===== src/rtl/lane_game_pkg.sv =====
// Shared definitions for the lane runner game controller:
// FSM state codes, spawn threshold default and RNG seed.
package lane_game_pkg;

  localparam logic [3:0] S_LOGGEDOUT = 4'd0;
  localparam logic [3:0] S_WAIT      = 4'd1;
  localparam logic [3:0] S_START     = 4'd2;
  localparam logic [3:0] S_PLAY      = 4'd3;
  localparam logic [3:0] S_MOVE      = 4'd4;
  localparam logic [3:0] S_END       = 4'd5;
  localparam logic [3:0] S_PAUSE     = 4'd6;

  localparam logic [15:0] THRESH_INIT_DFLT = 16'h8080;
  localparam logic [15:0] LFSR_SEED        = 16'hACE1;

endpackage


===== src/rtl/LFSR_16b.sv =====
// 16-bit Fibonacci LFSR, x^16+x^14+x^13+x^11+1.
// Seeded by reset, then advances every clock.
module LFSR_16b
  import lane_game_pkg::*;
(
  input  logic        Clk,
  input  logic        Rst,
  output logic [15:0] rnd_o
);

  logic [15:0] lfsr_q;
  logic [15:0] lfsr_d;
  logic        fb;

  assign fb = lfsr_q[15] ^ lfsr_q[13]
            ^ lfsr_q[12] ^ lfsr_q[10];
  assign lfsr_d = {lfsr_q[14:0], fb};
  assign rnd_o  = lfsr_q;

  always_ff @(posedge Clk) begin
    if (!Rst) lfsr_q <= LFSR_SEED;
    else      lfsr_q <= lfsr_d;
  end

endmodule


===== src/rtl/game_tick_timer.sv =====
// Divides the timebase strobe into game ticks; the period
// shrinks by one per spawning tick down to a floor.
module game_tick_timer #(
  parameter int TICK_W    = 10,
  parameter int TICK_INIT = 300,
  parameter int TICK_MIN  = 1
) (
  input  logic Clk,
  input  logic Rst,
  input  logic init_i,
  input  logic run_i,
  input  logic tick_en_i,
  input  logic dec_i,
  output logic tick_ev_o,
  output logic tick_o
);

  logic [TICK_W-1:0] count_q, count_d;
  logic [TICK_W-1:0] period_q, period_d;
  logic              tick_q;

  // Combinational event so the map updates on the same edge
  assign tick_ev_o = run_i & tick_en_i
                   & (count_q >= period_q - TICK_W'(1));
  assign tick_o    = tick_q;

  always_comb begin
    count_d  = count_q;
    period_d = period_q;
    if (init_i) begin
      count_d  = '0;
      period_d = TICK_W'(TICK_INIT);
    end else if (run_i && tick_en_i) begin
      if (tick_ev_o) begin
        count_d = '0;
        if (dec_i && period_q > TICK_W'(TICK_MIN))
          period_d = period_q - TICK_W'(1);
      end else begin
        count_d = count_q + TICK_W'(1);
      end
    end
  end

  always_ff @(posedge Clk) begin
    if (!Rst) begin
      count_q  <= '0;
      period_q <= TICK_W'(TICK_INIT);
      tick_q   <= 1'b0;
    end else begin
      count_q  <= count_d;
      period_q <= period_d;
      tick_q   <= tick_ev_o & ~init_i;
    end
  end

endmodule


===== src/rtl/lane_game_ctrl.sv =====
// Multi-lane runner controller: FSM, lane map, spawner,
// score and high score.
module lane_game_ctrl
  import lane_game_pkg::*;
#(
  parameter int          LANES       = 2,
  parameter int          SURF_W      = 6,
  parameter int          PLAYER_COL  = 4,
  parameter int          SCORE_W     = 14,
  parameter int          SCORE_MAX   = 9999,
  parameter int          TICK_W      = 10,
  parameter int          TICK_INIT   = 300,
  parameter int          TICK_MIN    = 1,
  parameter logic [15:0] THRESH_INIT = THRESH_INIT_DFLT
) (
  input  logic                      Clk,
  input  logic                      Rst,
  input  logic                      LoggedIn,
  input  logic                      TickEn,
  input  logic                      BtnUp,
  input  logic                      BtnDown,
  input  logic                      BtnPause,
  output logic [LANES*SURF_W-1:0]   LaneMap,
  output logic [$clog2(LANES)-1:0]  PlayerLane,
  output logic                      GameTick,
  output logic [3:0]                GameState,
  output logic [SCORE_W-1:0]        GameScore,
  output logic [SCORE_W-1:0]        HighScore
);

  localparam int LW = $clog2(LANES);
  localparam int MW = LANES * SURF_W;

  logic [3:0]         state_q, state_d;
  logic [MW-1:0]      map_q, map_d;
  logic [LW-1:0]      lane_q, lane_d;
  logic               dir_q, dir_d;
  logic [SCORE_W-1:0] score_q, score_d;
  logic [SCORE_W-1:0] hs_q, hs_d;
  logic [15:0]        thresh_q, thresh_d;

  logic [15:0]        rnd;
  logic               clr, run, init;
  logic               tick_ev, spawn;
  logic [LW-1:0]      sel, tgt;
  logic               edge_hit;
  logic [MW-1:0]      shifted;
  logic [LANES-1:0]   col_new, col_cur;
  logic [SCORE_W-1:0] score_inc;

  LFSR_16b u_lfsr (
    .Clk   (Clk),
    .Rst   (Rst),
    .rnd_o (rnd)
  );

  game_tick_timer #(
    .TICK_W    (TICK_W),
    .TICK_INIT (TICK_INIT),
    .TICK_MIN  (TICK_MIN)
  ) u_timer (
    .Clk       (Clk),
    .Rst       (Rst),
    .init_i    (init),
    .run_i     (run),
    .tick_en_i (TickEn),
    .dec_i     (spawn),
    .tick_ev_o (tick_ev),
    .tick_o    (GameTick)
  );

  // Logout and illegal codes both land in LOGGEDOUT cleared
  assign clr  = ~LoggedIn | (state_q > S_PAUSE);
  assign run  = LoggedIn & (state_q == S_PLAY);
  assign init = clr | (state_q == S_START);

  assign spawn = rnd > thresh_q;
  assign sel   = LW'(32'(rnd[7:0]) % LANES);

  assign score_inc =
    (score_q >= SCORE_W'(SCORE_MAX)) ?
    score_q : score_q + SCORE_W'(1);

  assign tgt = dir_q ? lane_q + LW'(1)
                     : lane_q - LW'(1);
  assign edge_hit =
    dir_q ? (lane_q == LW'(LANES - 1))
          : (lane_q == '0);

  always_comb begin
    shifted = '0;
    col_new = '0;
    col_cur = '0;
    for (int l = 0; l < LANES; l++) begin
      shifted[l*SURF_W +: SURF_W] =
        {map_q[l*SURF_W +: SURF_W-1],
         ~spawn | (sel != LW'(l))};
      col_new[l] = shifted[l*SURF_W + PLAYER_COL];
      col_cur[l] = map_q[l*SURF_W + PLAYER_COL];
    end
  end

  always_comb begin
    state_d  = state_q;
    map_d    = map_q;
    lane_d   = lane_q;
    dir_d    = dir_q;
    score_d  = score_q;
    hs_d     = hs_q;
    thresh_d = thresh_q;
    if (clr) begin
      state_d  = S_LOGGEDOUT;
      map_d    = '1;
      lane_d   = '0;
      score_d  = '0;
      hs_d     = '0;
      thresh_d = THRESH_INIT;
    end else begin
      unique case (state_q)
        S_LOGGEDOUT: state_d = S_WAIT;
        S_WAIT:
          if (BtnUp | BtnDown) state_d = S_START;
        S_START: begin
          map_d    = '1;
          lane_d   = '0;
          score_d  = '0;
          thresh_d = THRESH_INIT;
          state_d  = S_PLAY;
        end
        S_PLAY: begin
          if (tick_ev) begin
            map_d    = shifted;
            score_d  = score_inc;
            thresh_d = spawn ? THRESH_INIT :
                       (thresh_q == '0) ? '0 :
                       thresh_q - 16'd1;
          end
          // Tick wins: a collision ends the game first
          if (tick_ev && !col_new[lane_q]) begin
            state_d = S_END;
          end else if (BtnPause) begin
            state_d = S_PAUSE;
          end else if (BtnUp ^ BtnDown) begin
            state_d = S_MOVE;
            dir_d   = BtnUp;
          end
        end
        S_MOVE: begin
          if (edge_hit) begin
            state_d = S_PLAY;
          end else if (!col_cur[tgt]) begin
            state_d = S_END;
          end else begin
            lane_d  = tgt;
            state_d = S_PLAY;
          end
        end
        S_END:
          if (BtnUp | BtnDown) state_d = S_WAIT;
        S_PAUSE:
          if (BtnPause) state_d = S_PLAY;
        default: state_d = S_LOGGEDOUT;
      endcase
      if (state_d == S_END && state_q != S_END
          && score_d > hs_q)
        hs_d = score_d;
    end
  end

  always_ff @(posedge Clk) begin
    if (!Rst) begin
      state_q  <= S_LOGGEDOUT;
      map_q    <= '1;
      lane_q   <= '0;
      dir_q    <= 1'b0;
      score_q  <= '0;
      hs_q     <= '0;
      thresh_q <= THRESH_INIT;
    end else begin
      state_q  <= state_d;
      map_q    <= map_d;
      lane_q   <= lane_d;
      dir_q    <= dir_d;
      score_q  <= score_d;
      hs_q     <= hs_d;
      thresh_q <= thresh_d;
    end
  end

  assign LaneMap    = map_q;
  assign PlayerLane = lane_q;
  assign GameState  = state_q;
  assign GameScore  = score_q;
  assign HighScore  = hs_q;

endmodule


===== config.mk =====
export PLATFORM = sky130hd
export DESIGN_NAME = lane_game_ctrl
export DESIGN_NICKNAME = d
export VERILOG_FILES = /design/src/rtl/lane_game_pkg.sv /design/src/rtl/LFSR_16b.sv /design/src/rtl/game_tick_timer.sv /design/src/rtl/lane_game_ctrl.sv
export SDC_FILE = /design/constraint.sdc
export NUM_CORES = 1
export LEC_CHECK = 0
export CAP_MARGIN = 20
export CORE_UTILIZATION = 52
export DETAILED_ROUTE_END_ITERATION = 10
export HOLD_SLACK_MARGIN = 0.1
export PLACE_DENSITY = 0.76
export SYNTH_ARGS = -nofsm -noshare
export SYNTH_HDL_FRONTEND = slang
export SYNTH_SLANG_ARGS = --single-unit
export TNS_END_PERCENT = 1

===== constraint.sdc =====
create_clock -name Clk -period 4.7 [get_ports Clk]
set_input_delay 0.47 -clock Clk [delete_from_list [all_inputs] [get_ports Clk]]
set_output_delay 0.47 -clock Clk [all_outputs]
set_load 0.05 [all_outputs]

* Yosys cells after proc, flatten, opt, wreduce, memory -nomap -nowiden *
Cells that the tools add are included.

word-level totals
  bits in registers = 99
  output and inout bits = 46
  word-level logic and storage cells = 104

cells by class
  add/subtract/negate cells = 6
  magnitude comparators = 8
  equal/unequal tests = 11
  muxes and demuxes = 30
  bitwise operators = 22
  reductions and logical operators = 16

operator list
  operator                                                                           count
  16-bit two-way mux                                                                 3
  14-bit two-way mux                                                                 3
  16-bit case mux with 2 select lines                                                1
  4-bit two-way mux                                                                  7
  14-bit case mux with 2 select lines                                                1
  4-bit case mux with 7 select lines                                                 1
  12-bit case mux with 2 select lines                                                1
  4-bit by 3-bit == test with 1-bit output (second input constant)                   4
  16-bit greater-than comparator                                                     1
  16-bit logical NOT                                                                 1
  16-bit by 1-bit subtractor with 16-bit output (second input constant)              1
  14-bit by 1-bit adder with 14-bit output (second input constant)                   1
  14-bit greater-or-equal comparator (second input constant)                         1
  14-bit greater-than comparator                                                     1
  12-bit two-way mux                                                                 1
  10-bit by 1-bit adder with 10-bit output (second input constant)                   1
  10-bit greater-or-equal comparator                                                 1
  10-bit by 1-bit greater-than comparator with 1-bit output (second input constant)  1
  10-bit two-way mux                                                                 1
  10-bit by 1-bit subtractor with 10-bit output (second input constant)              1
  1-bit NOT                                                                          9
  4-bit by 2-bit == test with 1-bit output (second input constant)                   2
  1-bit two-way mux                                                                  8
  3-bit two-way mux                                                                  2
  19 further kinds                                                                   39

* Logic depth before layout (Yosys ltp) *
Gate-level depths: netlist of the first run.

  depth after elaboration = 11
  mapped depth = 22

* Modules after synthesis *
Synthesis of the first run repeated with hierarchy kept, for this count alone.

second synthesis, totals
  cells, all modules = 634
  area total of the unflattened synthesis = 5,466.5 µm²

modules (own cells, without submodules)
  module           instances  cells each  area each (µm²)
  lane_game_ctrl   1          455         3,733.6
  game_tick_timer  1          143         1,275.0
  LFSR_16b         1          36          457.9

* Worst setup path before layout of the first run *
OpenSTA, ideal clock, no wires.

  path kind = register to register
  from = register u_timer.period_q[4]
  to = register hs_q[1], in the netlist HighScore[1]
  arrival time = 4.633 ns
  setup slack = -0.061 ns
  stages on the path, launching flop included = 19
  cell sequence = dfxtp_1 -> or4_1 -> nor3_1 -> xnor2_1 -> ha_1 -> and4_1 -> nand2_1 -> o21ai_1 -> o211ai_1 -> o31a_1 -> a21oi_1 -> inv_1 -> ha_1 -> nand4_1 -> a2111oi_0 -> nor4_1 -> a221oi_4 -> buf_2 -> a21oi_1

on the way
  word-level cells in the longest chain between the ends = 10
  elaborated cells between the ends (all ways) = 14
  classes of those cells = 1 x add/sub; 2 x order compare; 1 x eq/ne; 6 x mux; 1 x bitwise; 3 x reduce/logical

ends and longest elaborated chain
  element                                                                                 line                   RTL
  start, declared                                                                         game_tick_timer.sv:19  logic [TICK_W-1:0] period_q, period_d;
  start signal, assigned                                                                  game_tick_timer.sv:47  period_q <= TICK_W'(TICK_INIT);
  start signal, assigned                                                                  game_tick_timer.sv:51  period_q <= period_d;
  10-bit by 1-bit subtractor with 10-bit output *                                         game_tick_timer.sv:24  & (count_q >= period_q - TICK_W'(1));
  10-bit greater-or-equal comparator *                                                    game_tick_timer.sv:24
  1-bit bitwise AND *                                                                     game_tick_timer.sv:24
  parallel branches: the longest is 7 deep, another holds 14-bit greater-than comparator  -
  end signal, assigned                                                                    lane_game_ctrl.sv:185  hs_q <= hs_d;
  end, declared                                                                           lane_game_ctrl.sv:39   logic [SCORE_W-1:0] hs_q, hs_d;

Every way passes the cells marked *. The select of a mux whose other input is x is not followed.
A chain may end at the register's enable or synchronous reset.

* Final worst setup path of the first run *
  from = register u_timer.period_q[4]
  to = register hs_q[12], in the netlist HighScore[12]

The elaborated chain is that of the path after synthesis.

==> results of run 1 <==
==> repair_timing <==
item	4_1_cts	5_1_grt
cloned	0	2
setup endpoints to repair	5	14
endpoints found under the hold margin	0	0
pin swaps	0	6
hold buffers	0	0
resized for setup	3	23
setup buffers	0	4
==> area by class of cell <==
cell class | instances | area [sq um] | area share [%]
clock buffers | 9 | 124 | 1.90
clock inverters | 7 | 101 | 1.55
inverters | 51 | 191 | 2.93
multi-input cells | 469 | 3240 | 49.5
flip-flops and latches | 99 | 1980 | 30.4
well taps | 133 | 166 | 2.55
repair buffers | 76 | 728 | 11.1
==> cells by family after synthesis <==
family	count (synthesis)	share of synthesized area [%]
fa+ha+maj	47	11.0
simple gates	243	22.6
other cells	1	0.0698
buf+inv	70	5.15
flops	99	36.9
xor+xnor	39	6.36
mux	13	2.56
compound gates	126	15.4
==> stage by stage <==
step / instances / setup TNS [ns] / utilization, % / cell area [sq um] / hold slack (ns)
global placement: 822 / 0 / 61.9 / 6130 / 0.423
CTS: 838 / 0 / 64.3 / 6370 / 0.458
detailed placement: 822 / -0.0106 / 61.9 / 6130 / 0.430
global route: 844 / -2.29 / 65.9 / 6530 / 0.483
floorplan: 638 / 0 / - / 5380 / 0.415
finish: 844 / 0 / 65.9 / 6530 / 0.453
==> routing by layer <==
metal	wire length, microns	part of all wire, %	vias up	track usage, %
met5	0	0	-	0
li1	-	-	2380	-
met3	570	4.2	24	4.22
met1	6390	47	2301	33.1
met2	6490	47	139	42.3
met4	247	1.8	0	9.21
==> power by group <==
group | internal [uW] | total, uW | leakage, uW | switching (uW)
registers | 849 | 857 | 0.000803 | 8.65
logic | 29.9 | 72.3 | 0.00157 | 42.4
clock network | 303 | 612 | 0.0000996 | 309
total | 1180 | 1540 | 0.00247 | 360
==> registers in the layout (all words and copies together), names as in the netlist <==
| name | count |
|---|---|
| thresh_q | 16 |
| u_lfsr.rnd_o | 16 |
| GameScore | 14 |
| HighScore | 14 |
| LaneMap | 12 |
| u_timer.count_q | 10 |
| u_timer.period_q | 10 |
| GameState | 4 |
| PlayerLane | 1 |
| dir_q | 1 |
| u_timer.tick_o | 1 |
==> worst min path at each step <==
| stage | from | end | slack [ns] | cells after the start |
|---|---|---|---|---|
| floorplan | u_lfsr.rnd_o[9]$_SDFF_PN0_ | u_lfsr.rnd_o[10]$_SDFF_PN1_ | 0.42 | 1 |
| global placement | u_lfsr.rnd_o[6]$_SDFF_PN1_ | u_lfsr.rnd_o[7]$_SDFF_PN1_ | 0.42 | 1 |
| detailed placement | u_lfsr.rnd_o[4]$_SDFF_PN0_ | u_lfsr.rnd_o[5]$_SDFF_PN1_ | 0.43 | 1 |
| CTS | u_lfsr.rnd_o[4]$_SDFF_PN0_ | u_lfsr.rnd_o[5]$_SDFF_PN1_ | 0.46 | 1 |
| global route | u_lfsr.rnd_o[4]$_SDFF_PN0_ | u_lfsr.rnd_o[5]$_SDFF_PN1_ | 0.48 | 1 |
| finish | u_lfsr.rnd_o[4]$_SDFF_PN0_ | u_lfsr.rnd_o[5]$_SDFF_PN1_ | 0.45 | 1 |
==> layout by cell type, fill, tap and decap left out, types with 8 or more instances in the layout <==
cell type and count:
nand2b_1 11, nand3_1 21, xnor2_1 29, nand4_1 14, nand2_1 42, nor2_1 72
and2_1 12, and3_1 8, xor2_1 10, nor3_1 18, clkdlybuf4s50_1 52, dfxtp_1 97
nor4_1 10, o21ai_1 24, buf_4 21, inv_1 50, clkbuf_8 9, a21oi_1 40
ha_1 46
==> out/metrics.yaml, run 1 <==
placed_design:
  place_ws_ns: -0.00621
  globalplace.congestion: 0.886
  dp_hpwl_mm: 9.93
  io_buffers: 52
global_routing:
  grt_max_degree: 30
  grt_pass1_wl_mm: 22.3
  grt_use_total_pct: 25.4
  grt_overflow: 0
  antenna_found_initial: 0
  grt_pass1_vias: 4696
floorplan:
  core_sq_mm: 0.00991
  io-pin-count: 53
  fp.dieW_microns: 104
  row_count: 36
  start_util_pct: 54.2
  die_y_microns: 104
  die_area_sq_mm: 0.0107
synth:
  netlist_instances: 638
  avgSynthCellArea_sq_um: 8.42
  synth_top_cells_by_count: "dfxtp_1 (99), nor2_1 (73), inv_1 (50), ha_1 (47), nand2_1 (44)"
  syn_area_sq_mm: 0.00537
  yosysWarningCount: 0
  async_flop_share_pct: 0
  yosysMostFrequentCell: "dfxtp_1"
  synth_nets: 692
  synthFlopType: "dfxtp_1"
  seq_area_frac_synth_pct: 36.9
  synth_edf_count: 0
  synth_top_area_cell: "dfxtp_1"
  yosysUniqueCellTypes: 66
  synth.ff_latch_count: 99
  synth_top_area_share_pct: 36.9
  synth.area.top_cells: "dfxtp_1 (37%), ha_1 (11%), nor2_1 (5.1%)"
timing:
  max-slew-margin-rel_pct: 34.7
  fin_ws_ns: 0.0614
  worst_slew_pin_slew_ns: 0.979
  rsz0062_at_grt: "true"
  drv_slew: 0
  fin_crit_sh_pct: 98.7
  finalHoldViolations: 0
  finClkSkew_ns: 0.00779
  timing.fmax_ghz: 0.216
  setup_violations: 0
  fin_crit_ns: 4.64
routing:
  num_vias: 4844
  remaining_drc_errors: 0
  drtIter0Drc: 318
  via_per_inst: 5.74
  wl_per_cell_microns: 16.2
  ant_nets: 0
  dr.pass1.iters: 5
  routed_wl_mm: 13.7
run_status:
  run_status: "complete, no violations"
cts:
  clock_latency_ns: 0.37
  cts.clk_slew.worst_paths_ns: 0.10
  clock_sinks: 99
  h-tree-depth: 3
  cts.path.max_buffers: 2
  cts_made_buffers: 9
  cts_tree: "done"
  cts_root_buffer: "clkbuf_8"
worst_setup_path:
  critPathBufInv: 4
  start_kind: "flop"
  endpoint: "HighScore[12]$_SDFFE_PP0P_"
  r2r_start: "u_timer.period_q[4]$_SDFFE_PP0P_"
  arrival_ns: 4.95
  ff2ff_path_depth: 21
  max_stage_delay_ns: 0.57
  crit_type: "reg2reg"
  worstPathMaxFanout: 12
  cp.required_ns: 5.01
  crit_path_top_delay_cell: "or4_4"
  cp_num_cells: 21
  worstSetupEndpointType: "flop"
  startpoint: "u_timer.period_q[4]$_SDFFE_PP0P_"
  r2r_setup_slack_ns: 0.06
  path_cells: "or4_4, nor3_4, xnor2_1, ha_1, and4_4, nand2_1, o21ai_2, buf_4, or2_1, nand4_1, mux2_2, inv_1, ha_1, nand4_1, nor3_1, nor4_2, a221oi_4, buf_4, clkbuf_16, o21ai_1, a21oi_1"
  cpLargestDelayFamily: "simple AND/OR/NAND/NOR gates"
  rr_endpoint: "HighScore[12]$_SDFFE_PP0P_"
cells_and_area:
  n_antenna_cell: 0
  fillCellCount: 831
  final_nets: 760
  area_growth_pct: 21.7
  layout-drive-gt1-share_pct: 11.1
flow_run:
  drv_cap: 0
pwr:
  power_density_mw_per_mm2: 236
  power_uw: 1540
  ir_worst_vdd_mv: 0.167
  p_leak_uw: 0.00247
worst_hold_path:
  hold_path.class: "reg2reg"
Note: power is estimated with default switching activity, not from simulation.
==> run 2: changes to the inputs <==
--- a/config.mk
+++ b/config.mk
@@ -9,7 +9,7 @@
 export CORE_UTILIZATION = 52
 export DETAILED_ROUTE_END_ITERATION = 10
 export HOLD_SLACK_MARGIN = 0.1
-export PLACE_DENSITY = 0.76
+export PLACE_DENSITY_LB_ADDON = 0.12
 export SYNTH_ARGS = -nofsm -noshare
 export SYNTH_HDL_FRONTEND = slang
 export SYNTH_SLANG_ARGS = --single-unit
==> run 2 against run 1 <==
  * Largest cell class unchanged
  * Sequential power is essentially flat
  * Non-clock buffer count grew 8
  * Clock power shrank 5.6%
  * Global-route usage shrank 0.23 points
  * Largest power group unchanged
  * The flow now finishes with violations (setup timing)
==> out/metrics.yaml, run 2 (synthesized netlist as in run 1, its figures left out) <==
pwr:
  power_density_mw_per_mm2: 228
  combPwrFrac_pct: 4.9
  power_uw: 1510
  p_int_uw: 1170
  sequentialPowerShare_pct: 56.8
  ir_worst_vdd_mv: 0.229
  p_leak_uw: 0.00252
  netSwitchingFraction_pct: 22.4
  p_clk_share_pct: 38.4
  p_switching_uw: 338
cts:
  clock_sinks: 99
  clock_latency_ns: 0.38
  cts_tree: "done"
  cts_made_buffers: 9
  h-tree-depth: 3
  cts.clk_slew.worst_paths_ns: 0.09
  cts_root_buffer: "clkbuf_8"
  cts.path.max_buffers: 2
global_routing:
  grt_use_total_pct: 25.2
  grt_max_degree: 27
  grt_overflow: 0
  grt_pass1_vias: 4485
  grt_pass1_wl_mm: 21.8
  antenna_found_initial: 0
placed_design:
  io_buffers: 52
  placed_area_sq_mm: 0.00618
  dpl.cell_count: 828
  dp_hpwl_mm: 9.80
  globalplace.congestion: 0.917
  place_ws_ns: 0.00246
cells_and_area:
  final_cell_mix: "dfxtp_1 (98), nor2_1 (72), clkdlybuf4s50_1 (52), inv_1 (50), ha_1 (47)"
  fillCellCount: 820
  n_antenna_cell: 0
  final_common_cell: "dfxtp_1"
  area_growth_pct: 23.0
  utilization_pct: 66.6
  layout-drive-gt1-share_pct: 11.3
  stdcell_area_sq_mm: 0.00660
  final_nets: 768
  instances_no_fill: 852
timing:
  rsz0062_at_grt: "true"
  setup_violations: 8
  max-slew-margin-rel_pct: 43.9
  worst_slew_pin_slew_ns: 0.842
  finalHoldViolations: 0
  drv_slew: 0
  fin_ws_ns: -0.0575
  finClkSkew_ns: 0.00883
  timing.fmax_ghz: 0.210
  fin_crit_ns: 4.76
  fin_crit_sh_pct: 101
worst_hold_path:
  worstHoldStart: "u_lfsr.rnd_o[9]$_SDFF_PN0_"
  hold_path.class: "reg2reg"
floorplan:
  io-pin-count: 53
  core_sq_mm: 0.00991
  die_area_sq_mm: 0.0107
  fp.dieW_microns: 104
  row_count: 36
  start_util_pct: 54.2
  die_y_microns: 104
worst_setup_path:
  r2r_start: "u_timer.period_q[6]$_SDFFE_PP0P_"
  r2r_setup_slack_ns: -0.06
  worstSetupEndpointType: "flop"
  cp.required_ns: 5.01
  arrival_ns: 5.06
  crit_type: "reg2reg"
  rr_endpoint: "HighScore[6]$_SDFFE_PP0P_"
  worstPathMaxFanout: 5
  start_kind: "flop"
  endpoint: "HighScore[6]$_SDFFE_PP0P_"
  startpoint: "u_timer.period_q[6]$_SDFFE_PP0P_"
  ff2ff_path_depth: 22
routing:
  routed_wl_mm: 13.6
  dr.pass1.iters: 5
  num_vias: 4910
  drtIter0Drc: 320
  ant_nets: 0
  remaining_drc_errors: 0
  wl_per_cell_microns: 16.0
  via_per_inst: 5.76
flow_run:
  drv_cap: 0
run_status:
  violations: "setup timing"
  run_status: "complete, but fails checks"
[run 2: how the worst min path moves through the flow]
stage / endpoint / slack (ns) / cells past startpoint
6_report: u_lfsr.rnd_o[10]$_SDFF_PN1_ / 0.45 / 1
5_1_grt: u_lfsr.rnd_o[15]$_SDFF_PN1_ / 0.47 / 1
4_1_cts: u_lfsr.rnd_o[10]$_SDFF_PN1_ / 0.45 / 1
3_5_place_dp: u_lfsr.rnd_o[10]$_SDFF_PN1_ / 0.43 / 1
3_3_place_gp: u_lfsr.rnd_o[10]$_SDFF_PN1_ / 0.42 / 1
2_1_floorplan: u_lfsr.rnd_o[10]$_SDFF_PN1_ / 0.42 / 1
[run 2: layout make-up]
cell class / instances / area [sq um] / share of cell area (%)
Tap cell: 133 / 166 / 2.52
Clock buffer: 15 / 176 / 2.67
Sequential cell: 99 / 1990 / 30.1
Timing Repair Buffer: 84 / 813 / 12.3
Inverter: 51 / 191 / 2.90
Multi-Input combinational cell: 469 / 3240 / 49.1
Clock inverter: 1 / 30.0 / 0.455
[run 2: what timing repair did]
action | in CTS | in global routing
buffers inserted | 0 | 5
pin swaps | 0 | 10
endpoints found under the setup margin | 4 | 14
gates cloned | 0 | 3
hold buffers | 0 | 0
gates resized for setup | 2 | 25
[run 2: per-stage QoR]
stage,TNS (ns),hold WS [ns]
floorplan,0,0.415
CTS,0,0.455
finish,-0.290,0.452
global placement,0,0.423
detailed placement,0,0.435
global route,-3.70,0.473
[run 2: per-layer routing]
layer  share of wire [%]  track usage (%)  routed length, microns
met1                  47             35.0                    6460
met2                  45             39.0                    6140
met3                 6.2             6.17                     847
met4                 1.3             6.42                     182
met5                   0                0                       0
[run 2: critical path, cell delays in order, from the launching register on]
cell	delay, ns
dfxtp_4	0.37
or4_4	0.51
buf_4	0.17
nor2_2	0.09
xnor2_1	0.07
ha_1	0.30
and4_4	0.23
nand2_1	0.06
o21ai_2	0.20
o211ai_1	0.19
buf_4	0.23
o21ai_0	0.18
mux2_4	0.21
inv_1	0.04
ha_1	0.32
a21oi_1	0.15
a2111oi_4	0.38
nor4_2	0.09
a221oi_4	0.37
buf_6	0.17
clkbuf_16	0.13
o21ai_1	0.05
a21oi_1	0.15
[run 2: power by group through the flow]
stage / registers, uW / clock network, uW / logic, uW
floorplan: 876 / 0 / 46.3
global placement: 876 / 0 / 70.7
detailed placement: 876 / 0 / 72.9
CTS: 857 / 592 / 73.2
global route: 857 / 630 / 81.4
finish: 856 / 578 / 73.7
==> run 3: changes to the inputs <==
--- a/config.mk
+++ b/config.mk
@@ -8,6 +8,7 @@
 export CAP_MARGIN = 20
 export CORE_UTILIZATION = 52
 export DETAILED_ROUTE_END_ITERATION = 10
+export GPL_TIMING_DRIVEN = 1
 export HOLD_SLACK_MARGIN = 0.1
 export PLACE_DENSITY_LB_ADDON = 0.12
 export SYNTH_ARGS = -nofsm -noshare
==> constraint.sdc (replaced) <==
create_clock -name Clk -period 4.7 [get_ports Clk]
set_input_delay 0.47 -clock Clk [delete_from_list [all_inputs] [get_ports Clk]]
set_output_delay 0.47 -clock Clk [all_outputs]
set_load 0.01 [all_outputs]
==> results of run 3 <==
Same layout as run 2 (identical final DEF). Status: complete, but fails checks: setup timing.
